## src/rtl/dffe_ctrl_pkg.sv

```systemverilog
// Shared types and constants for the downstream enabled-flip-flop load controller.
// Holds the FSM state encoding, FIFO depth, counter widths and a pointer-wrap helper.
package dffe_ctrl_pkg;

    typedef enum logic [1:0] {
        ST_IDLE = 2'd0,
        ST_LOAD = 2'd1,
        ST_WAIT = 2'd2
    } state_t;

    localparam int FIFO_DEPTH = 2;
    localparam int FIFO_PTR_W = (FIFO_DEPTH > 1) ? $clog2(FIFO_DEPTH) : 1;
    localparam int FIFO_CNT_W = $clog2(FIFO_DEPTH + 1);
    localparam int LOAD_CNT_W = 8;
    localparam int GAP_W      = 4;

    // Advance a FIFO pointer, wrapping at the last slot.
    function automatic logic [FIFO_PTR_W-1:0] next_ptr(input logic [FIFO_PTR_W-1:0] ptr);
        if (ptr == FIFO_PTR_W'(FIFO_DEPTH - 1)) begin
            return '0;
        end
        return ptr + FIFO_PTR_W'(1);
    endfunction

endpackage

```

## src/rtl/dffe_ctrl_fifo.sv

```systemverilog
// Small synchronous FIFO buffering producer words ahead of the load FSM.
// Push and pop in the same cycle keep the occupancy unchanged and preserve order.
module dffe_ctrl_fifo
    import dffe_ctrl_pkg::*;
#(
    parameter int WIDTH = 2
) (
    input  logic                  clk,
    input  logic                  srst,
    input  logic                  push,
    input  logic [WIDTH-1:0]      push_data,
    input  logic                  pop,
    output logic [WIDTH-1:0]      head,
    output logic [FIFO_CNT_W-1:0] count,
    output logic                  full,
    output logic                  empty
);

    logic [WIDTH-1:0]      mem [FIFO_DEPTH];
    logic [FIFO_PTR_W-1:0] rd_ptr;
    logic [FIFO_PTR_W-1:0] wr_ptr;
    logic                  do_push;
    logic                  do_pop;

    assign full    = (count == FIFO_CNT_W'(FIFO_DEPTH));
    assign empty   = (count == '0);
    assign do_push = push && !full;
    assign do_pop  = pop && !empty;
    assign head    = mem[rd_ptr];

    always_ff @(posedge clk) begin
        if (!srst) begin
            rd_ptr <= '0;
            wr_ptr <= '0;
            count  <= '0;
        end else begin
            if (do_push) begin
                wr_ptr <= next_ptr(wr_ptr);
            end
            if (do_pop) begin
                rd_ptr <= next_ptr(rd_ptr);
            end
            case ({do_push, do_pop})
                2'b10:   count <= count + FIFO_CNT_W'(1);
                2'b01:   count <= count - FIFO_CNT_W'(1);
                default: count <= count;
            endcase
        end
    end

    // Storage needs no reset: occupancy alone decides what is valid.
    always_ff @(posedge clk) begin
        if (do_push) begin
            mem[wr_ptr] <= push_data;
        end
    end

endmodule

```

## src/rtl/dffe_load_ctrl.sv

```systemverilog
// Paces buffered words into a downstream enabled flip-flop: one registered EN pulse
// per word, followed by GAP enforced idle cycles, with a wrapping pulse counter.
module dffe_load_ctrl
    import dffe_ctrl_pkg::*;
#(
    parameter int WIDTH = 2,
    parameter int GAP   = 3
) (
    input  logic                  CLK,
    input  logic                  SRST,
    input  logic [WIDTH-1:0]      IN_DATA,
    input  logic                  IN_VALID,
    output logic                  IN_READY,
    output logic [WIDTH-1:0]      D,
    output logic                  EN,
    output logic [LOAD_CNT_W-1:0] LOAD_CNT,
    output logic [1:0]            FSM_STATE
);

    // Handshake: a word transfers on a rising edge where IN_VALID and IN_READY are
    // both 1; IN_READY never depends on IN_VALID, only on occupancy and reset.

    localparam logic [GAP_W-1:0] GAP_M1 = (GAP > 0) ? GAP_W'(GAP - 1) : '0;

    state_t                  state;
    state_t                  next_state;
    logic [GAP_W-1:0]        wait_cnt;
    logic [GAP_W-1:0]        next_wait;
    logic                    load_go;
    logic                    push;
    logic [WIDTH-1:0]        head;
    logic [FIFO_CNT_W-1:0]   count;
    logic                    full;
    logic                    empty;
    logic [WIDTH-1:0]        d_q;
    logic                    en_q;
    logic [LOAD_CNT_W-1:0]   load_cnt_q;

    assign IN_READY  = SRST && !full;
    assign push      = IN_VALID && IN_READY;
    assign D         = d_q;
    assign EN        = en_q;
    assign LOAD_CNT  = load_cnt_q;
    assign FSM_STATE = state;

    dffe_ctrl_fifo #(
        .WIDTH(WIDTH)
    ) u_fifo (
        .clk       (CLK),
        .srst      (SRST),
        .push      (push),
        .push_data (IN_DATA),
        .pop       (load_go),
        .head      (head),
        .count     (count),
        .full      (full),
        .empty     (empty)
    );

    always_ff @(posedge CLK) begin
        if (!SRST) begin
            state      <= ST_IDLE;
            wait_cnt   <= '0;
            en_q       <= 1'b0;
            d_q        <= '0;
            load_cnt_q <= '0;
        end else begin
            state    <= next_state;
            wait_cnt <= next_wait;
            en_q     <= load_go;
            if (load_go) begin
                d_q        <= head;
                load_cnt_q <= load_cnt_q + LOAD_CNT_W'(1);
            end
        end
    end

    // The decision to load looks at occupancy before this edge's push, so a word
    // accepted at edge k is loaded at edge k+1 at the earliest.
    always_comb begin
        next_state = state;
        next_wait  = wait_cnt;
        load_go    = 1'b0;
        case (state)
            ST_IDLE: begin
                if (!empty) begin
                    next_state = ST_LOAD;
                    load_go    = 1'b1;
                end
            end
            ST_LOAD: begin
                if (GAP == 0) begin
                    if (!empty) begin
                        next_state = ST_LOAD;
                        load_go    = 1'b1;
                    end else begin
                        next_state = ST_IDLE;
                    end
                end else begin
                    next_state = ST_WAIT;
                    next_wait  = GAP_M1;
                end
            end
            ST_WAIT: begin
                if (wait_cnt == '0) begin
                    if (!empty) begin
                        next_state = ST_LOAD;
                        load_go    = 1'b1;
                    end else begin
                        next_state = ST_IDLE;
                    end
                end else begin
                    next_wait = wait_cnt - GAP_W'(1);
                end
            end
            default: begin
                next_state = ST_IDLE;
            end
        endcase
    end

    // unused in the datapath; occupancy is consumed through full/empty
    logic unused_count;
    assign unused_count = ^count;

endmodule

```

## config.mk

```make
export PLATFORM = sky130hd
export DESIGN_NAME = dffe_load_ctrl
export DESIGN_NICKNAME = d
export VERILOG_FILES = /design/src/rtl/dffe_ctrl_pkg.sv /design/src/rtl/dffe_ctrl_fifo.sv /design/src/rtl/dffe_load_ctrl.sv
export SDC_FILE = /design/constraint.sdc
export NUM_CORES = 1
export LEC_CHECK = 0
export BUFFER_PORTS_ARGS = -buffer_cell sky130_fd_sc_hd__buf_2
export CAP_MARGIN = 30
export CORE_UTILIZATION = 54
export DETAILED_ROUTE_END_ITERATION = 12
export HOLD_SLACK_MARGIN = 0.06
export MAX_ROUTING_LAYER = met4
export PLACE_DENSITY = 0.82
export SKIP_CTS_REPAIR_TIMING = 1
export SYNTH_ARGS = -nofsm -noshare
export SYNTH_HDL_FRONTEND = slang
export SYNTH_SLANG_ARGS = --single-unit
```

## constraint.sdc

```tcl
create_clock -name CLK -period 2.65 [get_ports CLK]
set_input_delay 0.53 -clock CLK [delete_from_list [all_inputs] [get_ports CLK]]
set_output_delay 0.53 -clock CLK [all_outputs]
set_load 0.005 [all_outputs]
```

## Yosys cells after proc, flatten, opt, wreduce, memory -nomap -nowiden

Memories as Yosys holds them, arrays and structs flattened. A register that Yosys moved wholly into a read port is not among the register bits.
Cells that the tools add are included.

- Register bits: 19
- Word-level logic and storage cells: 58
- Bits in writable memories: 4
- Memories: 1
- Input port bits: 5
- Output and inout port bits: 14

Memories:

| name | words | width | read ports | clocked after memory_dff | write ports | line | RTL |
|---|---|---|---|---|---|---|---|
| u_fifo.mem | 2 | 2 | 1 | 1 | 1 | dffe_ctrl_fifo.sv:19 | `logic [WIDTH-1:0] mem [FIFO_DEPTH];` |

- Add/subtract/negate cells: 6
- Reductions and logical operators: 14
- Eq/ne operators: 8
- Multiplexer cells: 22

Operator list:

| operator | count |
|---|---|
| two-way mux 1 bit | 15 |
| adder 8 x 1 -> 8 bit (second input constant) | 1 |
| one-hot mux 4 bit (2 select lines) | 1 |
| equality test 2 bit (second input constant) | 3 |
| != test 2 bit (second input constant) | 3 |
| one-hot mux 2 bit (3 select lines) | 1 |
| equality test 2 x 1 -> 1 bit (second input constant) | 2 |
| logical AND 1 bit | 4 |
| logical NOT 2 bit | 2 |
| logical NOT 4 bit | 1 |
| two-way mux 2 bit | 2 |
| two-way mux 4 bit | 1 |
| one-hot mux 2 bit (2 select lines) | 1 |
| AND reduction 2 bit | 2 |
| nonzero test 2 bit | 2 |
| subtractor 4 x 1 -> 4 bit (second input constant) | 1 |
| logical NOT 1 bit | 3 |
| adder 1 bit (second input constant) | 2 |
| adder 2 x 1 -> 2 bit (second input constant) | 1 |
| one-hot mux 1 bit (2 select lines) | 1 |
| subtractor 2 x 1 -> 2 bit (second input constant) | 1 |

## Depth between registers and ports, before layout

Gate-level depths: netlist of the first run.

- Depth after elaboration: 8
- Depth in mapped cells: 9

## Cells and area by module

A second synthesis of the first run with hierarchy kept.

- Cell total of the unflattened synthesis: 122
- Area total of the unflattened synthesis: 1223.7 um^2

Modules (own cells, without submodules):

| module | cells each | area an instance (um^2) | times used | sequential area each (um^2) |
|---|---|---|---|---|
| dffe_load_ctrl | 90 | 844.6 | 1 | 340.3 |
| dffe_ctrl_fifo | 32 | 379.1 | 1 | 220.2 |

## Worst setup path before layout of the first run

Ideal clock, no wire load.

- Kind: register to register
- Start point: register wait_cnt[0]
- End point: register u_fifo.count[1]
- Required time: 2.574 ns
- Stages on the path, launching flop included: 9
- Library setup time: 0.076 ns
- Period minus slack after synthesis: 2.153 ns
- Path buffers: 1
- Arrival: 2.077 ns
- Path slack: 0.497 ns
- Cell sequence: dfxtp_1 inv_1 ha_1 or3b_1 buf_6 a21oi_4 ha_1 or3_1 a21boi_0

- Cells in the longest elaborated chain, start to end: 6
- Elaborated cells on any way between the ends: 8
- Classes of those cells: eq/ne (2); mux (3); reduce/logical (3)

Ends and longest elaborated chain:

| element | line | RTL |
|---|---|---|
| from (decl) | dffe_load_ctrl.sv:27 | `logic [GAP_W-1:0] wait_cnt;` |
| from (signal assigned) | dffe_load_ctrl.sv:69 | `wait_cnt <= next_wait;` |
| logical NOT 4 bit * | dffe_load_ctrl.sv:105 | `if (wait_cnt == '0) begin` |
| two-way mux 1 bit * | dffe_load_ctrl.sv:105 |  |
| one-hot mux 1 bit (2 select lines) * | dffe_load_ctrl.sv:84 | `case (state)` |
| logical AND 1 bit * | dffe_ctrl_fifo.sv:28 | `assign do_pop = pop && !empty;` |
| via u_fifo.do_pop | dffe_ctrl_fifo.sv:23 | `logic do_pop;` |
| equality test 2 x 1 -> 1 bit / equality test 2 bit (equally long branches) | dffe_ctrl_fifo.sv:43 | `case ({do_push, do_pop})` |
| one-hot mux 2 bit (2 select lines) / nonzero test 2 bit (equally long branches) | - |  |
| to (signal assigned) | dffe_ctrl_fifo.sv:44 | `2'b10: count <= count + FIFO_CNT_W'(1);` |
| to (signal assigned) | dffe_ctrl_fifo.sv:45 | `2'b01: count <= count - FIFO_CNT_W'(1);` |
| to (signal assigned) | dffe_ctrl_fifo.sv:46 | `default: count <= count;` |
| to (decl) | dffe_ctrl_fifo.sv:14 | `output logic [FIFO_CNT_W-1:0] count,` |

Mark *: on every way through the listed nets, which the timed path passes. The rest lies on a longest branch.
A chain may end at the register's enable or synchronous reset.

## Worst setup path after layout of the first run

Same ends and word-level chain as after synthesis.

==> reports/qor.yml, run 1 <==
avgRoutedWirePerCell_um: 12.0
die-area_sq_mm: 0.00237
hpwl_mm: 1.42
io_pins: 19
syn-num-nets: 128
cp_common_cell: "ha_1"
vias: 881
hp-class: "in -> reg"
synthArstFlopShare: 0
syn2layout_area_growth_pct: 11.9
cp-startpoint: "wait_cnt[0]$_SDFFE_PN0P_"
synth-adder-area-share: 0.0425
hold_viol_final: 0
worstSetupPathType: "reg -> reg"
yosysSeqAreaShare: 0.459
dp.cells: 161
endpoint_kind: "flip-flop"
rsz0062_at_grt: "false"
multi_input_area_sq_um: 597
worstHoldStart: "IN_DATA[0]"
drc: 0
synthSimpleGateAreaFrac: 0.212
crit_family: "simple AND/OR/NAND/NOR gates"
ys.flop_type: "dfxtp_1"
finalSetupViolCount: 0
diodes: 0
final_common_cell: "dfxtp_1"
synth_edf_count: 4
r2r_cells: 7
cp_num_buf_inv: 1
max_stage_delay_ns: 0.52
crit_fanout: 9
coreArea_sq_mm: 0.00200
drv_cap: 0
antenna_found_initial: 0
crit_slowest_cell: "or3b_1"
rows: 16
start_util: 0.589
synth.distinct_cells: 33
fp.dieW_um: 48.7
synth_top_family_by_area: "simple AND/OR/NAND/NOR gates"
overflow: 0
power.switching_uw: 401
skew_ns: 0.00444
yosysWarnings: 0
critical_path_arrival_ns: 2.45
fin_crit_sh: 0.830
grt_pass1_vias: 822
ir_drop_mv: 0.584
final.setup.tns_ns: 0
gp_congestion: 0.769
yosys.area.top_type: "dfxtp_1"
ys_ff_latch: 25
worst-path-stages: 7
ant_nets: 0
vias_per_cell: 5.34
r2r-start: "wait_cnt[0]$_SDFFE_PN0P_"
cts.sinks: 25
utilization: 0.659
cts_root_buf: "clkbuf_4"
grt_start_max_net_pins: 27
status: "finished clean"
cellPowerDensity_mw_per_mm2: 857
stdcell_count: 165
final-seq-area_sq_um: 541
grt_pass1_wl_mm: 3.42
clk_pin_slew_worst_paths_ns: 0.14
cts_made_buffers: 3
netlist_area_sq_mm: 0.00118
synth_compound_area_frac: 0.131
htreeDepth: 1
final_cell_mix: "dfxtp_1, buf_2, nand2_1"
comb_power_share: 0.363
slew_headroom: 0.665
slew_violations: 0
clockBufferDepth: 2
synth_cells: 119
path_cells: "inv_1 > ha_1 > or3b_1 > a21oi_4 > ha_1 > or3_1 > a21boi_0"
seqPwrFrac: 0.489
cts_tree: "yes"
start_kind: "flip-flop"
power.internal_uw: 729
num-nets-final: 148
drive_gt1_frac: 0.188
synth_top_area_frac: 0.357
clock_latency_ns: 0.31
syn_avg_cell_area_sq_um: 9.90
synthTopCellsByArea: "dfxtp_1, edfxtp_1, mux2i_1"
dr.pass1.iters: 4
max_freq_mhz: 454
synth_xor_area_frac: 0.0446
cp.required_ns: 2.90
swShare: 0.355
die-height_um: 48.7
place.port_buffers: 18
pwr-share-clk: 0.148
hold_path_depth: 1
min_period_ns: 2.20
grt.total_usage: 0.189
worstMarginPinSlew_ns: 0.502
fillCellCount: 181
drt_first_iter_violations: 15
p_leak_uw: 0.000599
synth_mux_area_frac: 0.0764
drt_wl_total_mm: 1.99
worst paths after layout:
kind / to / slack, ns
worst max-delay path: u_fifo.count[1]$_SDFFE_PN0P_ / 0.45
worst min-delay path: u_fifo.mem[0][0]$_DFFE_PP_ / 0.40
worst max register to register: u_fifo.count[1]$_SDFFE_PN0P_ / 0.45
worst min register to register: LOAD_CNT[7]$_SDFFE_PN0P_ / 0.48
state kept, by name (all words and copies together), names as in the netlist:
name and cells:
u_fifo.wr_ptr 1, LOAD_CNT 8, u_fifo.rd_ptr 1, wait_cnt 4, D 2, EN 1, u_fifo.count 2, u_fifo.mem 4
FSM_STATE 2
cells by family after synthesis:
logic type               count (synthesis)
AO/OA/AOI/OAI                           20
AND/OR/NAND/NOR                         46
XOR/XNOR                                 6
multiplexers                             9
buffers and inverters                    9
adder cells (fa/ha/maj)                  4
flip-flops                              25
power by group through the flow:
stage                     Combinational (uW)  Clock [uW]  Sequential (uW)
after floorplan                          324           0              533
after global placement                   392           0              553
after detailed placement                 411           0              560
after CTS                                415         170              551
after global routing                     462         182              567
final                                    411         167              553
layout make-up:
| class | count | area share |
|---|---|---|
| clock buffers | 3 | 0.0171 |
| well taps | 27 | 0.0256 |
| repair buffers | 20 | 0.0797 |
| inverters | 4 | 0.0114 |
| flip-flops and latches | 25 | 0.410 |
| clock inverters | 1 | 0.00380 |
| multi-input cells | 85 | 0.453 |
Yosys cell counts (2+ instances only):
cell,n
mux2i_1,9
a21boi_0,3
and2_1,11
edfxtp_1,4
ha_1,4
nand2_1,12
nand4_1,2
o21ai_0,4
inv_1,4
clkbuf_1,4
or3_1,2
xnor2_1,2
xor2_1,4
nand2b_1,5
o211a_1,2
nor2_1,4
a211oi_1,2
o21a_1,2
nand3_1,4
o211ai_1,2
dfxtp_1,21
routing by layer:
| metal | part of all wire | wire (um) | global-route usage |
|---|---|---|---|
| met2 | 0.48 | 962 | 0.329 |
| met1 | 0.49 | 967 | 0.228 |
| met5 | 0 | 0 | - |
| met3 | 0.022 | 44 | 0.0283 |
| met4 | 0.0060 | 12 | 0.0441 |
metrics by stage:
step	cell area, sq um	total power [uW]	setup WS (ns)	hold slack [ns]
2_1_floorplan	1180	857	0.497	0.462
3_3_place_gp	1290	944	0.554	0.452
3_5_place_dp	1290	971	0.477	0.463
4_1_cts	1320	1140	0.443	0.395
5_1_grt	1320	1210	0.304	0.400
6_report	1320	1130	0.449	0.402
Power figures use the tool's default switching activity.
==> run 2, diff against run 1 <==
Settings changed: CORE_UTILIZATION 54 to 49, PLACE_DENSITY 0.82 to 0.78.
Clock period 2.65 ns to 1.8 ns, I/O delays scaled along.
==> run 2 against run 1 <==
The flow now finishes with violations (setup timing). First-iteration DRC count shrank 47%. Wire length grew 13%. Design area grew 7.0%. Highest routed layer unchanged.
==> reports/qor.yml, run 2 (synthesis results as in run 1) <==
rows: 17  # +1
hold_viol_final: 0  # unchanged
dr.max_layer_used: "met4"
hpwl_mm: 1.66  # +17%
wl_met3_um: 50  # +14%
violations: "setup timing"
stdcell_count: 173  # +4.8%
dp.cells: 169  # +5.0%
final_common_cell: "dfxtp_1"
utilization: 0.632  # -0.0268
largest_reg_flops: 8  # unchanged
cts_tree: "yes"
die-area_sq_mm: 0.00261  # +9.8%
hold_path_depth: 1  # unchanged
drv_cap: 0  # unchanged
antenna_found_initial: 0  # unchanged
dr.pass1.iters: 4  # unchanged
final_cell_mix: "dfxtp_1, buf_2, nand2_1"
coreArea_sq_mm: 0.00223  # +12%
clock_latency_ns: 0.31  # about the same
ir_drop_mv: 0.895  # +53%
min_period_ns: 1.90  # -0.304 ns
seqPwrFrac: 0.428  # -0.061
fin_crit_sh: 1.05  # +0.223
num-nets-final: 155  # +4.7%
clockBufferDepth: 2  # unchanged
r2r_cells: 7  # unchanged
pre_cts_ws_ns: -0.0857  # -0.563 ns
skew_ns: 0.00913  # +0.00469 ns
diodes: 0  # unchanged
postPlaceCellArea_sq_mm: 0.00137  # +6.3%
rsz0062_at_grt: "true"
worstSetupPathType: "reg -> reg"
final.setup.tns_ns: -0.0962  # -0.0962 ns
cts_made_buffers: 3  # unchanged
met1Wirelength_mm: 1.06  # +9.7%
power.internal_uw: 1190  # +63%
finalSetupViolCount: 1  # +1
vias: 901  # +2.3%
drt_wl_total_mm: 2.25  # +13%
fp.dieW_um: 51.0  # +4.8%
slew_violations: 0  # unchanged
io_pins: 19  # unchanged
routed-wl-met2_mm: 1.11  # +16%
cp.required_ns: 2.04  # -0.86 ns
crit_fanout: 3  # -6
drt_first_iter_violations: 8  # -7
ant_nets: 0  # unchanged
drive_gt1_frac: 0.283  # +0.0944
grt.total_usage: 0.197  # +0.00840
grt_pass1_vias: 876  # +6.6%
max_freq_mhz: 527  # +16%
clk_pin_slew_worst_paths_ns: 0.14  # about the same
hp-class: "in -> reg"
multi_input_area_sq_um: 634  # +6.3%
cellPowerDensity_mw_per_mm2: 1290  # +51%
avgRoutedWirePerCell_um: 13.0  # +8.0%
swShare: 0.350  # -0.00516
cts.sinks: 25  # unchanged
comb_power_share: 0.438  # +0.075
syn2layout_area_growth_pct: 19.7
pwr-share-clk: 0.134  # -0.014
grt_pass1_wl_mm: 3.64  # +6.5%
critical_path_arrival_ns: 2.14  # -0.31 ns
gp_congestion: 0.848  # +10%
setup_ws_ns: -0.0962  # -0.546 ns
overflow: 0  # unchanged
grt_start_max_net_pins: 27  # unchanged
slew_headroom: 0.735  # +0.0701
drc: 0  # unchanged
htreeDepth: 1  # unchanged
power.switching_uw: 638  # +59%
p_leak_uw: 0.000633  # +5.7%
start_util: 0.528  # -0.0610
worstMarginPinSlew_ns: 0.396  # -0.106 ns
final-seq-area_sq_um: 543  # +0.46%
fillCellCount: 204  # +13%
vias_per_cell: 5.21  # -2.5%
status: "finished with violations"
cts_root_buf: "clkbuf_4"
endpoint_kind: "flip-flop"
start_kind: "flip-flop"
place.port_buffers: 18  # unchanged
die-height_um: 51.0  # +4.8%
stdcell_area_sq_mm: 0.00141  # +7.0%
==> run 2: power groups by stage <==
stage / clock network (uW) / registers (uW) / logic [uW]
floorplan: 0 / 789 / 512
global placement: 0 / 788 / 730
detailed placement: 0 / 795 / 777
CTS: 255 / 781 / 781
global route: 278 / 798 / 870
finish: 245 / 780 / 799
==> run 2: layout make-up <==
type,count,share of cell area
Inverter,4,0.0106
Timing Repair Buffer,27,0.112
Multi-Input combinational cell,85,0.449
Tap cell,28,0.0248
Sequential cell,25,0.385
Clock buffer,4,0.0186
==> run 2: worst paths after layout <==
| kind | startpoint | end | slack (ns) |
|---|---|---|---|
| worst min register to register | LOAD_CNT[7]$_SDFFE_PN0P_ | LOAD_CNT[7]$_SDFFE_PN0P_ | 0.50 |
| worst max-delay path | wait_cnt[1]$_SDFFE_PN0P_ | u_fifo.count[1]$_SDFFE_PN0P_ | -0.1 |
| worst max register to register | wait_cnt[1]$_SDFFE_PN0P_ | u_fifo.count[1]$_SDFFE_PN0P_ | -0.1 |
| worst min-delay path | IN_DATA[0] | u_fifo.mem[0][0]$_DFFE_PP_ | 0.24 |
==> run 2: critical path: stages (launching register included) <==
cell	delay, ns
dfxtp_2	0.35
inv_2	0.07
ha_4	0.13
or3b_4	0.39
a21oi_4	0.16
ha_4	0.23
or3_1	0.35
a21boi_1	0.14
==> run 2: routing by layer <==
metal / vias to the layer above / global-route usage
li1: 460 / -
met1: 428 / 0.221
met2: 11 / 0.336
met3: 2 / 0.0298
met4: 0 / 0.106
met5: - / -
==> run 2: metrics by stage <==
step / total power [uW] / hold slack [ns]
6_report: 1820 / 0.240
5_1_grt: 1950 / 0.208
4_1_cts: 1820 / 0.225
3_5_place_dp: 1570 / 0.477
3_3_place_gp: 1520 / 0.454
2_1_floorplan: 1300 / 0.459
==> run 3, diff against run 2 <==
Settings changed: SETUP_SLACK_MARGIN from default to 0.1, SYNTH_HIERARCHICAL from default to 1.
==> run 3 against run 2 <==
Worst hold slack got worse by 0.028 ns. Global-route usage rose by 1.6 points. Via count rose by 11%. Clock-buffer cell count fell by 1. The run still ends with setup timing left. Die area rose by 3.7%. Combinational power fell by 28%. Non-clock buffer count rose by 8. Critical path depth rose by 2. Largest cell class unchanged. Clock skew rose by 0.0020 ns. Register-to-register slack got worse by 0.30 ns. Sequential cell count rose by 1.
==> reports/qor.yml, run 3 <==
status: "finished with violations"
violations: "setup timing"
grt_pass1_wl_mm: 4.06  # +12%
r2r_setup_slack_ns: -0.39  # -0.30 ns
synth.distinct_cells: 37  # +12%
yosysSeqAreaShare: 0.458  # -0.000521
final_common_cell: "dfxtp_1"
coreArea_sq_mm: 0.00228  # +1.9%
gp_congestion: 0.807  # -4.8%
dr.pass1.iters: 4  # unchanged
ys_ff_latch: 26  # +4.0%
endpoint_kind: "flip-flop"
avgRoutedWirePerCell_um: 15.4  # +18%
comb_power_share: 0.336  # -0.102
num-nets-final: 165  # +6.5%
yosysWarnings: 6  # +6
hpwl_mm: 1.70  # +2.4%
vias_per_cell: 5.44  # +4.5%
drc: 0  # unchanged
antenna_found_initial: 0  # unchanged
endpoint: "u_fifo/count[1]$_SDFFE_PN0P_"
holdWs_ns: 0.212  # -0.0279 ns
slew_headroom: 0.673  # -0.0613
clock_latency_ns: 0.34  # +0.03 ns
busiest_layer: "met2"
place.port_buffers: 18  # unchanged
cts_tree: "yes"
power.switching_uw: 534  # -16%
netlist_area_sq_mm: 0.00122  # +3.8%
r2r_cells: 9  # +2
hold_viol_final: 0  # unchanged
postPlaceCellArea_sq_mm: 0.00144  # +4.9%
cts.sinks: 26  # +4.0%
r2r-start: "wait_cnt[1]$_SDFFE_PN0P_"
synth_top_area_frac: 0.360  # +0.00323
ant_nets: 0  # unchanged
yosysMostFrequentCell: "dfxtp_1"
synthArstFlopShare: 0  # unchanged
syn-num-nets: 130  # +1.6%
max_stage_delay_ns: 0.39  # about the same
overflow: 0  # unchanged
rows: 17  # unchanged
diodes: 0  # unchanged
rr_endpoint: "u_fifo/count[1]$_SDFFE_PN0P_"
slew_violations: 0  # unchanged
clockBufferDepth: 2  # unchanged
seqPwrFrac: 0.423  # -0.005
vias: 1001  # +11%
ys.flop_type: "dfxtp_1"
max_freq_mhz: 456  # -14%
synth_cells: 122  # +2.5%
synthTopCellsByCount: "dfxtp_1, nor2_1, nand2_1"
ir_drop_mv: 0.857  # -4.2%
largest_reg_flops: 8  # unchanged
cp_common_cell: "ha_4"
drive_gt1_frac: 0.404  # +0.121
critical_path_arrival_ns: 2.43  # +0.29 ns
fp.dieW_um: 52.0  # +1.8%
crit_fanout: 2  # -1
stdcell_count: 184  # +6.4%
drv_cap: 0  # unchanged
cts_root_buf: "clkbuf_4"
cp-startpoint: "wait_cnt[1]$_SDFFE_PN0P_"
worstSetupPathType: "reg -> reg"
yosys.area.top_type: "dfxtp_1"
grt.total_usage: 0.214  # +0.0165
crit_slowest_cell: "or3b_4"
grt_pass1_vias: 891  # +1.7%
die-height_um: 52.0  # +1.8%
cts_made_buffers: 3  # unchanged
start_util: 0.538  # +0.00993
cellPowerDensity_mw_per_mm2: 1070  # -17%
final_cell_mix: "dfxtp_1, buf_2, buf_4"
finalSetupViolCount: 3  # +2
p_leak_uw: 0.000670  # +5.8%
pre_cts_ws_ns: -0.305  # -0.219 ns
die-area_sq_mm: 0.00270  # +3.7%
fin_crit_sh: 1.22  # +0.165
syn2layout_area_growth_pct: 30.9
synthTopCellsByArea: "dfxtp_1, edfxtp_1, xnor2_1"
grt_start_max_net_pins: 16  # -41%
path_cells: "inv_2 > ha_4 > or3b_4 > a211oi_4 > o21a_1 > ha_4 > buf_6 > o21ai_0 > a21boi_2"
power.internal_uw: 1180  # -0.37%
swShare: 0.311  # -0.0388
drt_first_iter_violations: 18  # +10
io_pins: 19  # unchanged
drt_wl_total_mm: 2.83  # +26%
grtUsageMet2: 0.350  # +0.0149
worstMarginPinSlew_ns: 0.488  # +0.0919 ns
use_met1: 0.267  # +0.0462
cp.required_ns: 2.03  # about the same
dp.cells: 175  # +3.6%
grt_util_met3: 0.0380  # +0.00825
rsz0062_at_grt: "true"
min_period_ns: 2.19  # +0.297 ns
start_kind: "flip-flop"
skew_ns: 0.0111  # +0.00200 ns
setup_ws_ns: -0.394  # -0.297 ns
synth_edf_count: 4  # unchanged
clk_pin_slew_worst_paths_ns: 0.15  # about the same
syn_avg_cell_area_sq_um: 10.0  # +1.3%
pwr-share-clk: 0.241  # +0.107
htreeDepth: 1  # unchanged
hp-class: "in -> reg"
final.setup.tns_ns: -0.793  # -0.697 ns
stdcell_area_sq_mm: 0.00160  # +13%
run 3: cell types whose count changed after synthesis, sizes merged, moves of 3 or more:
cell	change
and2	-7
xnor2	+7
a2111oi	+3
xor2	-4
nor2	+9
inv	+4
mux2i	-3
nand3	-3
nand4b	+3
mux2	+3
run 3: logic make-up (layout without fill, tap and decap cells):
family / Yosys count / after routing / synth area share
xor+xnor: 9 / 9 / 0.0644
compound gates: 17 / 17 / 0.129
simple gates: 45 / 45 / 0.195
buf+inv: 13 / 47 / 0.0460
flops: 26 / 26 / 0.458
mux: 9 / 9 / 0.0767
fa+ha+maj: 3 / 3 / 0.0307
run 3: layout make-up:
cell class	instances	area, sq um
clock inverters	1	30.0
well taps	28	35.0
clock buffers	3	22.5
inverters	8	30.0
multi-input cells	83	698
repair buffers	35	221
fillers	166	674
flip-flops and latches	26	564
run 3: worst max-delay path: cells and delay by family, from the launching register on:
kind	cells	cell delay [ns]
and+or+nand+nor	1	0.39
DFF	1	0.35
buffers and inverters	2	0.19
AOI/OAI and AO/OA	4	0.81
adders and majority gates	2	0.34
run 3: through the flow:
stage,utilization,total power (uW)
final,0.704,1720
after global routing,0.704,1790
after CTS,0.656,1600
after detailed placement,0.633,1190
after global placement,0.633,1170
after floorplan,-,1040
run 3: worst min path at each step:
| stage | startpoint | endpoint | slack [ns] | depth (start not counted) |
|---|---|---|---|---|
| floorplan | u_fifo/wr_ptr$_SDFFE_PN0N_ | u_fifo/wr_ptr$_SDFFE_PN0N_ | 0.46 | 2 |
| global placement | D[0]$_SDFFE_PN0P_ | D[0]$_SDFFE_PN0P_ | 0.47 | 2 |
| detailed placement | u_fifo/wr_ptr$_SDFFE_PN0N_ | u_fifo/wr_ptr$_SDFFE_PN0N_ | 0.48 | 2 |
| CTS | IN_DATA[1] | u_fifo/mem[0][1]$_DFFE_PP_ | 0.21 | 1 |
| global route | IN_DATA[0] | u_fifo/mem[0][0]$_DFFE_PP_ | 0.19 | 1 |
| finish | IN_DATA[1] | u_fifo/mem[0][1]$_DFFE_PP_ | 0.21 | 1 |
run 3: metal layers:
layer,routed length [um],up-vias,part of all wire
met5,0,-,0
met4,12,0,0.0042
met3,90,2,0.032
met2,1450,27,0.51
met1,1280,482,0.45
li1,-,490,-
run 3: power by group through the flow:
stage                     clock network, uW  registers [uW]  logic [uW]
after floorplan                           0             733         309
after detailed placement                  0             731         462
final                                   414             725         577
after CTS                               408             718         471
after global placement                    0             727         443
after global routing                    436             733         619
